`src/rtl/sobel_pkg.sv`:
```
// Shared types and helpers for the 3x3 Sobel edge stage: window type,
// gradient width, pipeline latency and the small arithmetic helpers.
package sobel_pkg;

    localparam int DW_DEF = 8;
    localparam int GW     = DW_DEF + 3;
    localparam int LAT    = 4;

    typedef logic [DW_DEF-1:0] pix_t;

    // win[row][col]: row 0 is the oldest line, col 0 the oldest column
    typedef logic [2:0][2:0][DW_DEF-1:0] win_t;

    // a + 2b + c, widened to the signed gradient width
    function automatic logic signed [GW-1:0] wsum(input pix_t a, input pix_t b, input pix_t c);
        logic signed [GW-1:0] ea;
        logic signed [GW-1:0] eb;
        logic signed [GW-1:0] ec;
        ea = $signed({3'b000, a});
        eb = $signed({2'b00, b, 1'b0});
        ec = $signed({3'b000, c});
        return ea + eb + ec;
    endfunction

    function automatic logic [GW-1:0] abs_gw(input logic signed [GW-1:0] v);
        logic [GW-1:0] u;
        u = v;
        return v[GW-1] ? (~u + {{(GW-1){1'b0}}, 1'b1}) : u;
    endfunction

endpackage

```
`src/rtl/sobel_window.sv`:
```
// 3x3 window former: column shift register, column/line counters, vsync
// edge detect and the window-valid flag that travels with stage 1.
module sobel_window
    import sobel_pkg::*;
#(
    parameter int DW    = DW_DEF,
    parameter int IMG_W = 1280
) (
    input  logic            clk,
    input  logic            nrst,
    input  logic            de_i,
    input  logic            vsync_i,
    input  logic [3*DW-1:0] col_i,
    output win_t            win_o,
    output logic            win_ok_o
);

    localparam int          CW      = $clog2(IMG_W);
    localparam logic [CW-1:0] COL_MAX = CW'(IMG_W - 1);

    win_t          win_q, win_d;
    logic [CW-1:0] col_cnt_q, col_cnt_d;
    logic [1:0]    line_cnt_q, line_cnt_d;
    logic          lock_q, lock_d;
    logic          de_q;
    logic          vs_q;
    logic          win_ok_q, win_ok_d;
    logic          vs_fall_s;
    logic          de_fall_s;

    assign vs_fall_s = vs_q & ~vsync_i;
    assign de_fall_s = de_q & ~de_i;

    // Window shift, counters and validity; lock_q keeps output blank until a
    // full frame start has been seen after reset.
    always_comb begin
        win_d      = win_q;
        col_cnt_d  = col_cnt_q;
        line_cnt_d = line_cnt_q;
        lock_d     = lock_q;
        if (de_i) begin
            for (int r = 0; r < 3; r++) begin
                win_d[r][0] = win_q[r][1];
                win_d[r][1] = win_q[r][2];
                win_d[r][2] = col_i[(2-r)*DW +: DW];
            end
            col_cnt_d = (col_cnt_q == COL_MAX) ? col_cnt_q : col_cnt_q + {{(CW-1){1'b0}}, 1'b1};
        end else begin
            col_cnt_d = '0;
        end
        if (vs_fall_s) begin
            line_cnt_d = 2'd0;
            lock_d     = 1'b1;
        end else if (de_fall_s && (line_cnt_q != 2'd3)) begin
            line_cnt_d = line_cnt_q + 2'd1;
        end else begin
            line_cnt_d = line_cnt_q;
        end
        win_ok_d = de_i & (col_cnt_q >= CW'(2)) & (line_cnt_q >= 2'd2) & lock_q;
    end

    // State registers
    always_ff @(posedge clk or negedge nrst) begin
        if (!nrst) begin
            win_q      <= '0;
            col_cnt_q  <= '0;
            line_cnt_q <= 2'd0;
            lock_q     <= 1'b0;
            de_q       <= 1'b0;
            vs_q       <= 1'b0;
            win_ok_q   <= 1'b0;
        end else begin
            win_q      <= win_d;
            col_cnt_q  <= col_cnt_d;
            line_cnt_q <= line_cnt_d;
            lock_q     <= lock_d;
            de_q       <= de_i;
            vs_q       <= vsync_i;
            win_ok_q   <= win_ok_d;
        end
    end

    assign win_o    = win_q;
    assign win_ok_o = win_ok_q;

endmodule

```
`src/rtl/sobel_3x3.sv`:
```
// Sobel |Gx|+|Gy| edge stage, four clocks from column in to pixel out.
// Define SOBEL_THRESH_EN to emit a binary edge map (mag >= THRESH -> all ones).
module sobel_3x3
    import sobel_pkg::*;
#(
    parameter int DW     = DW_DEF,
    parameter int IMG_W  = 1280,
    parameter int THRESH = 128
) (
    input  logic            clk,
    input  logic            nrst,
    input  logic            i_hsync,
    input  logic            i_vsync,
    input  logic            i_de,
    input  logic [3*DW-1:0] i_col,
    output logic            o_hsync,
    output logic            o_vsync,
    output logic            o_de,
    output logic [DW-1:0]   o_data
);

    win_t                 win_s;
    logic                 ok1_s;
    logic signed [GW-1:0] gx_q, gx_d;
    logic signed [GW-1:0] gy_q, gy_d;
    logic                 ok2_q;
    logic [GW-1:0]        mag_q, mag_d;
    logic                 ok3_q;
    logic [DW-1:0]        data_q, data_d;
    logic [LAT-1:0][2:0]  sync_q;

    sobel_window #(
        .DW    (DW),
        .IMG_W (IMG_W)
    ) u_window (
        .clk      (clk),
        .nrst     (nrst),
        .de_i     (i_de),
        .vsync_i  (i_vsync),
        .col_i    (i_col),
        .win_o    (win_s),
        .win_ok_o (ok1_s)
    );

    // S2 gradients, S3 magnitude, S4 output pixel
    always_comb begin
        gx_d = wsum(win_s[0][2], win_s[1][2], win_s[2][2]) - wsum(win_s[0][0], win_s[1][0], win_s[2][0]);
        gy_d = wsum(win_s[2][0], win_s[2][1], win_s[2][2]) - wsum(win_s[0][0], win_s[0][1], win_s[0][2]);
        mag_d = abs_gw(gx_q) + abs_gw(gy_q);
`ifdef SOBEL_THRESH_EN
        if (ok3_q && (mag_q >= GW'(THRESH))) begin
            data_d = {DW{1'b1}};
        end else begin
            data_d = {DW{1'b0}};
        end
`else
        if (!ok3_q) begin
            data_d = {DW{1'b0}};
        end else if (|mag_q[GW-1:DW]) begin
            data_d = {DW{1'b1}};
        end else begin
            data_d = mag_q[DW-1:0];
        end
`endif
    end

    // Arithmetic pipeline and sync delay line advance together every clock
    always_ff @(posedge clk or negedge nrst) begin
        if (!nrst) begin
            gx_q   <= '0;
            gy_q   <= '0;
            ok2_q  <= 1'b0;
            mag_q  <= '0;
            ok3_q  <= 1'b0;
            data_q <= '0;
            sync_q <= '0;
        end else begin
            gx_q   <= gx_d;
            gy_q   <= gy_d;
            ok2_q  <= ok1_s;
            mag_q  <= mag_d;
            ok3_q  <= ok2_q;
            data_q <= data_d;
            sync_q <= {sync_q[LAT-2:0], i_hsync, i_vsync, i_de};
        end
    end

    assign o_hsync = sync_q[LAT-1][2];
    assign o_vsync = sync_q[LAT-1][1];
    assign o_de    = sync_q[LAT-1][0];
    assign o_data  = data_q;

endmodule

```
`config.mk`:
```
export PLATFORM = sky130hd
export DESIGN_NAME = sobel_3x3
export DESIGN_NICKNAME = d
export VERILOG_FILES = /design/src/rtl/sobel_pkg.sv /design/src/rtl/sobel_window.sv /design/src/rtl/sobel_3x3.sv
export SDC_FILE = /design/constraint.sdc
export NUM_CORES = 1
export LEC_CHECK = 0
export CAP_MARGIN = 20
export CORE_AREA = 2 2 163 165
export DETAILED_ROUTE_END_ITERATION = 10
export DIE_AREA = 0 0 165 167
export PLACE_DENSITY = 0.46
export SLEW_MARGIN = 20
export SYNTH_ARGS = -nofsm -noshare
export SYNTH_HDL_FRONTEND = slang
export SYNTH_SLANG_ARGS = --single-unit
export TNS_END_PERCENT = 1
```
`constraint.sdc`:
```
create_clock -name clk -period 4.2 [get_ports clk]
set_clock_uncertainty 0.2 [all_clocks]
set_input_delay 0.84 -clock clk [delete_from_list [all_inputs] [get_ports clk]]
set_output_delay 0.84 -clock clk [all_outputs]
set_load 0.01 [all_outputs]
```
## Word level (Yosys, flattened, before mapping)

Index checks and enable logic that the tools add are counted.
W data, S select, Z words.

- Bits of input ports: 29
- Output and inout bits: 11
- Register bits: 144
- Word-level logic and storage cells: 65

- Eq/ne operators: 3
- Multiplexer cells: 8
- Bitwise gates (word level): 9
- Reduce and logical (&&, ||, !) cells: 3
- Add/sub/neg operators: 15
- Magnitude comparators: 2

Operators by type and width:

| operator | count |
|---|---|
| $add A10 B8 Y11 | 4 |
| $mux W11 | 4 |
| $add A8 B9 Y10 | 4 |
| $add A11 B1 Y11 const B | 3 |
| $not A11 Y11 | 2 |
| $sub A11 B11 Y11 | 2 |
| $mux W8 | 2 |
| $add A11 B11 Y11 | 1 |
| $eq A11 B11 Y1 const B | 1 |
| $ge A11 B2 Y1 const B | 1 |
| $and A1 B1 Y1 | 5 |
| $mux W2 | 2 |
| $ne A2 B2 Y1 const B | 2 |
| $reduce_or A3 Y1 | 1 |
| $add A2 B1 Y2 const B | 1 |
| $ge A2 B2 Y1 const B | 1 |
| $not A1 Y1 | 2 |
| $reduce_bool A2 Y1 | 1 |
| $logic_and A1 B1 Y1 | 1 |

## Logic depth before layout (Yosys ltp)

Gate-level depths: netlist of the first run.

- Word-level depth: 5
- Mapped depth: 15
- Mapped depth without buffers: 15

## Hierarchy

Synthesis of the first run repeated with hierarchy kept, for this count alone.

- Cells, all modules: 692
- Area, all modules: 8241.7 um^2

Modules (own cells, without submodules):

| module | area each (um^2) | instances | cells each | sequential area each (um^2) |
|---|---|---|---|---|
| sobel_3x3 | 4698.3 | 1 | 456 | 1376.3 |
| sobel_window | 3543.4 | 1 | 236 | 2227.1 |

## Worst setup path before layout of the first run

Ideal clock, no wire load.

- Kind: register to register
- Start point: register u_window.win_q (netlist bit u_window.win_o[21])
- End point: register gy_q[8]
- Setup time: 0.124 ns
- Data required time: 3.876 ns
- Clock period less this slack: 3.523 ns
- Cell stages (with the launch flop): 14
- Arrival time: 3.199 ns
- Path slack: 0.677 ns
- Path buffers: 1
- Cells stage by stage: dfrtp_1 -> inv_1 -> fa_1 -> fa_1 -> inv_1 -> fa_1 -> inv_1 -> ha_1 -> clkbuf_1 -> nand3_1 -> o2111a_1 -> o21bai_1 -> a21oi_1 -> xnor2_1

- Cells in the longest elaborated chain, start to end: 2

Ends and longest elaborated chain:

| what | line | text |
|---|---|---|
| start: declaration | sobel_window.sv:21 | `win_t win_q, win_d;` |
| start signal: assignment | sobel_window.sv:73 | `win_q <= win_d;` |
| $add A10 B8 Y11 | sobel_pkg.sv:22 | `return ea + eb + ec;` |
| $sub A11 B11 Y11 | sobel_3x3.sv:48 | `gy_d = wsum(win_s[2][0], win_s[2][1], win_s[2][2]) - wsum(win_s[0][0], win_s[0][1], win_s[0][2]);` |
| via gy_d[8] | sobel_3x3.sv:25 | `logic signed [GW-1:0] gy_q, gy_d;` |
| end signal: assignment | sobel_3x3.sv:79 | `gy_q <= gy_d;` |
| end: declaration | sobel_3x3.sv:25 |  |

The timed path passes the listed nets, and every way through them passes these cells.
A chain may end at the register's enable or synchronous reset.

## Final worst setup path of the first run

- Start point: register u_window.win_q (netlist bit u_window.win_o[19])
- End point: register gy_q[7]

The elaborated chain is that of the path after synthesis.

==> qor.yml, run 1 <==
run_status:
  outcome: "finished clean"
worst_setup_path:
  r2r_start: "u_window.win_o[19]$_DFFE_PN0P_"
  critPathArrivalTime_ps: 3910
  path_buf_inv: 3
  worstSetupEndpoint: "gy_q[7]$_DFF_PN0_"
  path_cells: "inv_1 -> fa_1 -> fa_1 -> inv_1 -> fa_1 -> inv_1 -> ha_1 -> nor2b_1 -> o21ai_0 -> nand2_1 -> a2111oi_0 -> nand3b_1"
  cp_max_fo: 4
  worstSetupPathType: "reg2reg"
  cp_slowest_cell: "fa_1"
  reg2reg_to: "gy_q[7]$_DFF_PN0_"
  crit_cells: 12
  cp-startpoint: "u_window.win_o[19]$_DFFE_PN0P_"
  startpoint_type: "register"
  cpLargestDelayFamily: "adder cells"
  r2r_slack_ps: 450
  critPathRequiredTime_ps: 4360
  r2r.worst_path.cells: 12
  slowest_delay_ps: 540
  endpoint_kind: "register"
placement:
  gp_congestion: 0.759
  placed_cell_area_sq_um: 8890
  place_hpwl_microns: 10700
  portBuffers: 39
  post-place-cells: 1120
clock_network:
  cts_tree: "done"
  cts.path.max_buffers: 2
  htree_levels: 4
  cts.reportedPaths.clkPinSlew_ps: 70
  cts_resized: 0
  post-cts-setup-buffers: 0
  cts-root-buf: "clkbuf_16"
  ctsHoldBuffers: 0
  cts.sinks: 142
  cts_made_buffers: 17
  clock_latency_ps: 430
power:
  power.share.sequential_pct: 23.5
  combPwrFrac_pct: 56.9
  p_switching_w: 0.00350
  internal_power_w: 0.00492
  p_leak_nw: 4.43
  switching_share_pct: 41.6
  power_density_nw_per_um2: 884
  worst_ir_drop_vdd_v: 0.000372
  clkPwrFrac_pct: 19.6
flow_run:
  cap_violations: 0
final_layout:
  drive_above_1_share_pct: 8.46
  fin_nets: 936
  area_growth_pct: 16.8
  fin_util_pct: 36.9
  postLayoutCellArea_sq_um: 9520
  diodes: 0
  instances_no_fill: 1151
floorplan:
  die_w_microns: 165
  die_h_microns: 167
  fp.dieArea_sq_um: 27600
  core_area_sq_um: 25800
  io_pins: 40
  rows: 59
  initial_core_util_pct: 31.6
global_routing:
  grt_pass1_vias: 5315
  grt-ovfl-total: 0
  grt_max_degree: 97
  antenna_found_initial: 0
  grt_first_pass_wirelength_microns: 26100
  grtUsageTotal_pct: 12.0
timing:
  rsz0062_at_grt: "false"
  hold_viol: 0
  relSlewSlack_pct: 38.6
  worstMarginPinSlew_ps: 920
  fmaxAchievable_ghz: 0.266
  hold_slack_ps: 148
  setup_tns_ps: 0
  post-route-min-period_ps: 3750
  period_share_pct: 89.4
  slew_violations: 0
  finalSetupViolCount: 0
detailed_routing:
  routed_via_density: 4.28
  drt_first_pass_iters: 5
  detail-route-antenna-nets: 0
  via_count: 4930
  route.detailed.drc: 0
  finalWirelength_microns: 14700
  route.detailed.wl_per_inst_microns: 12.7
  drt_iter0_drc: 249
logic_synthesis:
  yosysWarnings: 0
  synthAdderAreaFrac_pct: 21.6
  synth-simple-area-share_pct: 9.54
  netlist_area_sq_um: 8150
  synth_async_sr_flop_share_pct: 100
  yosys.area_share.xor_xnor_pct: 4.95
  yosysSeqAreaShare_pct: 43.6
  synth_nets: 896
  ys_seq_elements: 142
  synth_compound_area_share_pct: 8.37
  syn-instance-count: 764
  synth_top_family_by_area: "adder cells"
  ys_types: 47
  synth.avg_cell_area_sq_um: 10.7
  synth-edff-count: 0
  synth_ff_type: "dfrtp_1"
  synthMuxAreaShare_pct: 3.70
min_path:
  hold_path.class: "reg2reg"
[per-layer routing]
metal	vias up	track usage, %	part of all wire (%)	routed length, microns
li1	2490	-	-	-
met1	2372	16.1	49	7210
met2	50	19.3	47	6890
met3	18	2.62	2.4	349
met4	0	3.97	1.4	207
met5	-	0	0	0
[worst min-delay path by stage]
stage	from	to	slack, ps	cells after the start
after global placement	ok2_q$_DFF_PN0_	ok3_q$_DFF_PN0_	130	0
after CTS	sync_q[7]$_DFF_PN0_	o_vsync$_DFF_PN0_	150	0
after floorplan	sync_q[6]$_DFF_PN0_	o_de$_DFF_PN0_	130	0
final	sync_q[7]$_DFF_PN0_	o_vsync$_DFF_PN0_	150	0
after global routing	sync_q[7]$_DFF_PN0_	o_vsync$_DFF_PN0_	160	0
after detailed placement	sync_q[7]$_DFF_PN0_	o_vsync$_DFF_PN0_	140	0
[area by class of cell]
cell class | instances | area [sq um]
Fill cell | 2598 | 16200
Timing Repair Buffer | 43 | 419
Multi-Input combinational cell | 448 | 3930
Clock buffer | 17 | 425
Tap cell | 335 | 419
Clock inverter | 14 | 204
Inverter | 152 | 571
Sequential cell | 142 | 3550
[placed cells by master (no fill, tap or decap), drive strengths merged, types with 3 or more instances in the layout]
| master | count |
|---|---|
| a21oi | 18 |
| and2 | 8 |
| and3 | 4 |
| buf | 6 |
| bufinv | 4 |
| clkbuf | 17 |
| clkdlybuf4s50 | 37 |
| dfrtp | 142 |
| fa | 63 |
| ha | 40 |
| inv | 159 |
| mux2 | 25 |
| nand2 | 71 |
| nand2b | 5 |
| nand3 | 17 |
| nand4 | 6 |
| nor2 | 16 |
| nor2b | 5 |
| nor3 | 8 |
| nor3b | 3 |
| nor4 | 3 |
| o21a | 11 |
| o21ai | 62 |
| o21bai | 3 |
| o31ai | 6 |
| xnor2 | 39 |
| xor2 | 7 |
[kinds of logic after synthesis]
kind of cell               Yosys count
xor gates and xnor gates            46
AOI/OAI and AO/OA                  116
buffers and inverters              174
and+or+nand+nor                    156
muxes                               27
DFF                                142
adders and majority gates          103
[flip-flops by register name, summed over array words and instances (netlist names), 2 cells and up]
signal	flops
gy_q	11
sync_q	9
gx_q	11
u_window.col_cnt_q	11
mag_q	11
u_window.win_o	72
o_data	8
u_window.line_cnt_q	2
[worst register-to-register path: cells and delay by family, from the launching register on]
family,cells,cell delay (ps)
flip-flops,1,410
buffers and inverters,3,210
adder cells (fa/ha/maj),4,1860
AO/OA/AOI/OAI,2,580
AND/OR/NAND/NOR,3,420
[power groups by stage]
stage	Clock, W	Combinational [W]	Sequential, W
global route	0.00175	0.00562	0.00202
floorplan	0	0.00387	0.00193
finish	0.00165	0.00479	0.00198
detailed placement	0	0.00487	0.00201
CTS	0.00170	0.00490	0.00198
global placement	0	0.00488	0.00200
[cells in the mapped netlist (all sizes together), types with 4 or more instances]
cell / instances / share of area, %
o31ai: 6 / 0.55
nor2: 16 / 0.74
inv: 152 / 7.0
fa: 63 / 15
and3: 4 / 0.31
o21a: 11 / 1.0
nand4: 6 / 0.46
mux2: 25 / 3.5
buf: 6 / 0.46
nor3: 8 / 0.61
o21ai: 62 / 3.8
nand2: 71 / 3.3
a21oi: 18 / 1.1
xor2: 7 / 0.75
and2: 8 / 0.61
ha: 40 / 6.1
nand3: 17 / 1.0
xnor2: 39 / 4.2
nor2b: 5 / 0.38
dfrtp: 142 / 44
nand2b: 5 / 0.38
clkbuf: 16 / 0.74
[per-stage QoR]
step                      setup WS (ps)  total power [W]
after floorplan                     677          0.00580
after global placement              493          0.00688
after detailed placement            467          0.00687
after CTS                           437          0.00858
after global routing                150          0.00940
final                               447          0.00841
(Power assumes the default switching activity.)
==> run 2: changes to the inputs <==
==> constraint.sdc (replaced) <==
create_clock -name clk -period 4.2 [get_ports clk]
set_clock_uncertainty 0.2 [all_clocks]
set_input_delay 0.84 -clock clk [delete_from_list [all_inputs] [get_ports clk]]
set_output_delay 0.84 -clock clk [all_outputs]
set_load 0.05 [all_outputs]
==> results of run 2 <==
The final DEF is identical to that of run 1. Status: finished clean.
Among the figures that moved: total power 0.00841 W -> 0.00845 W
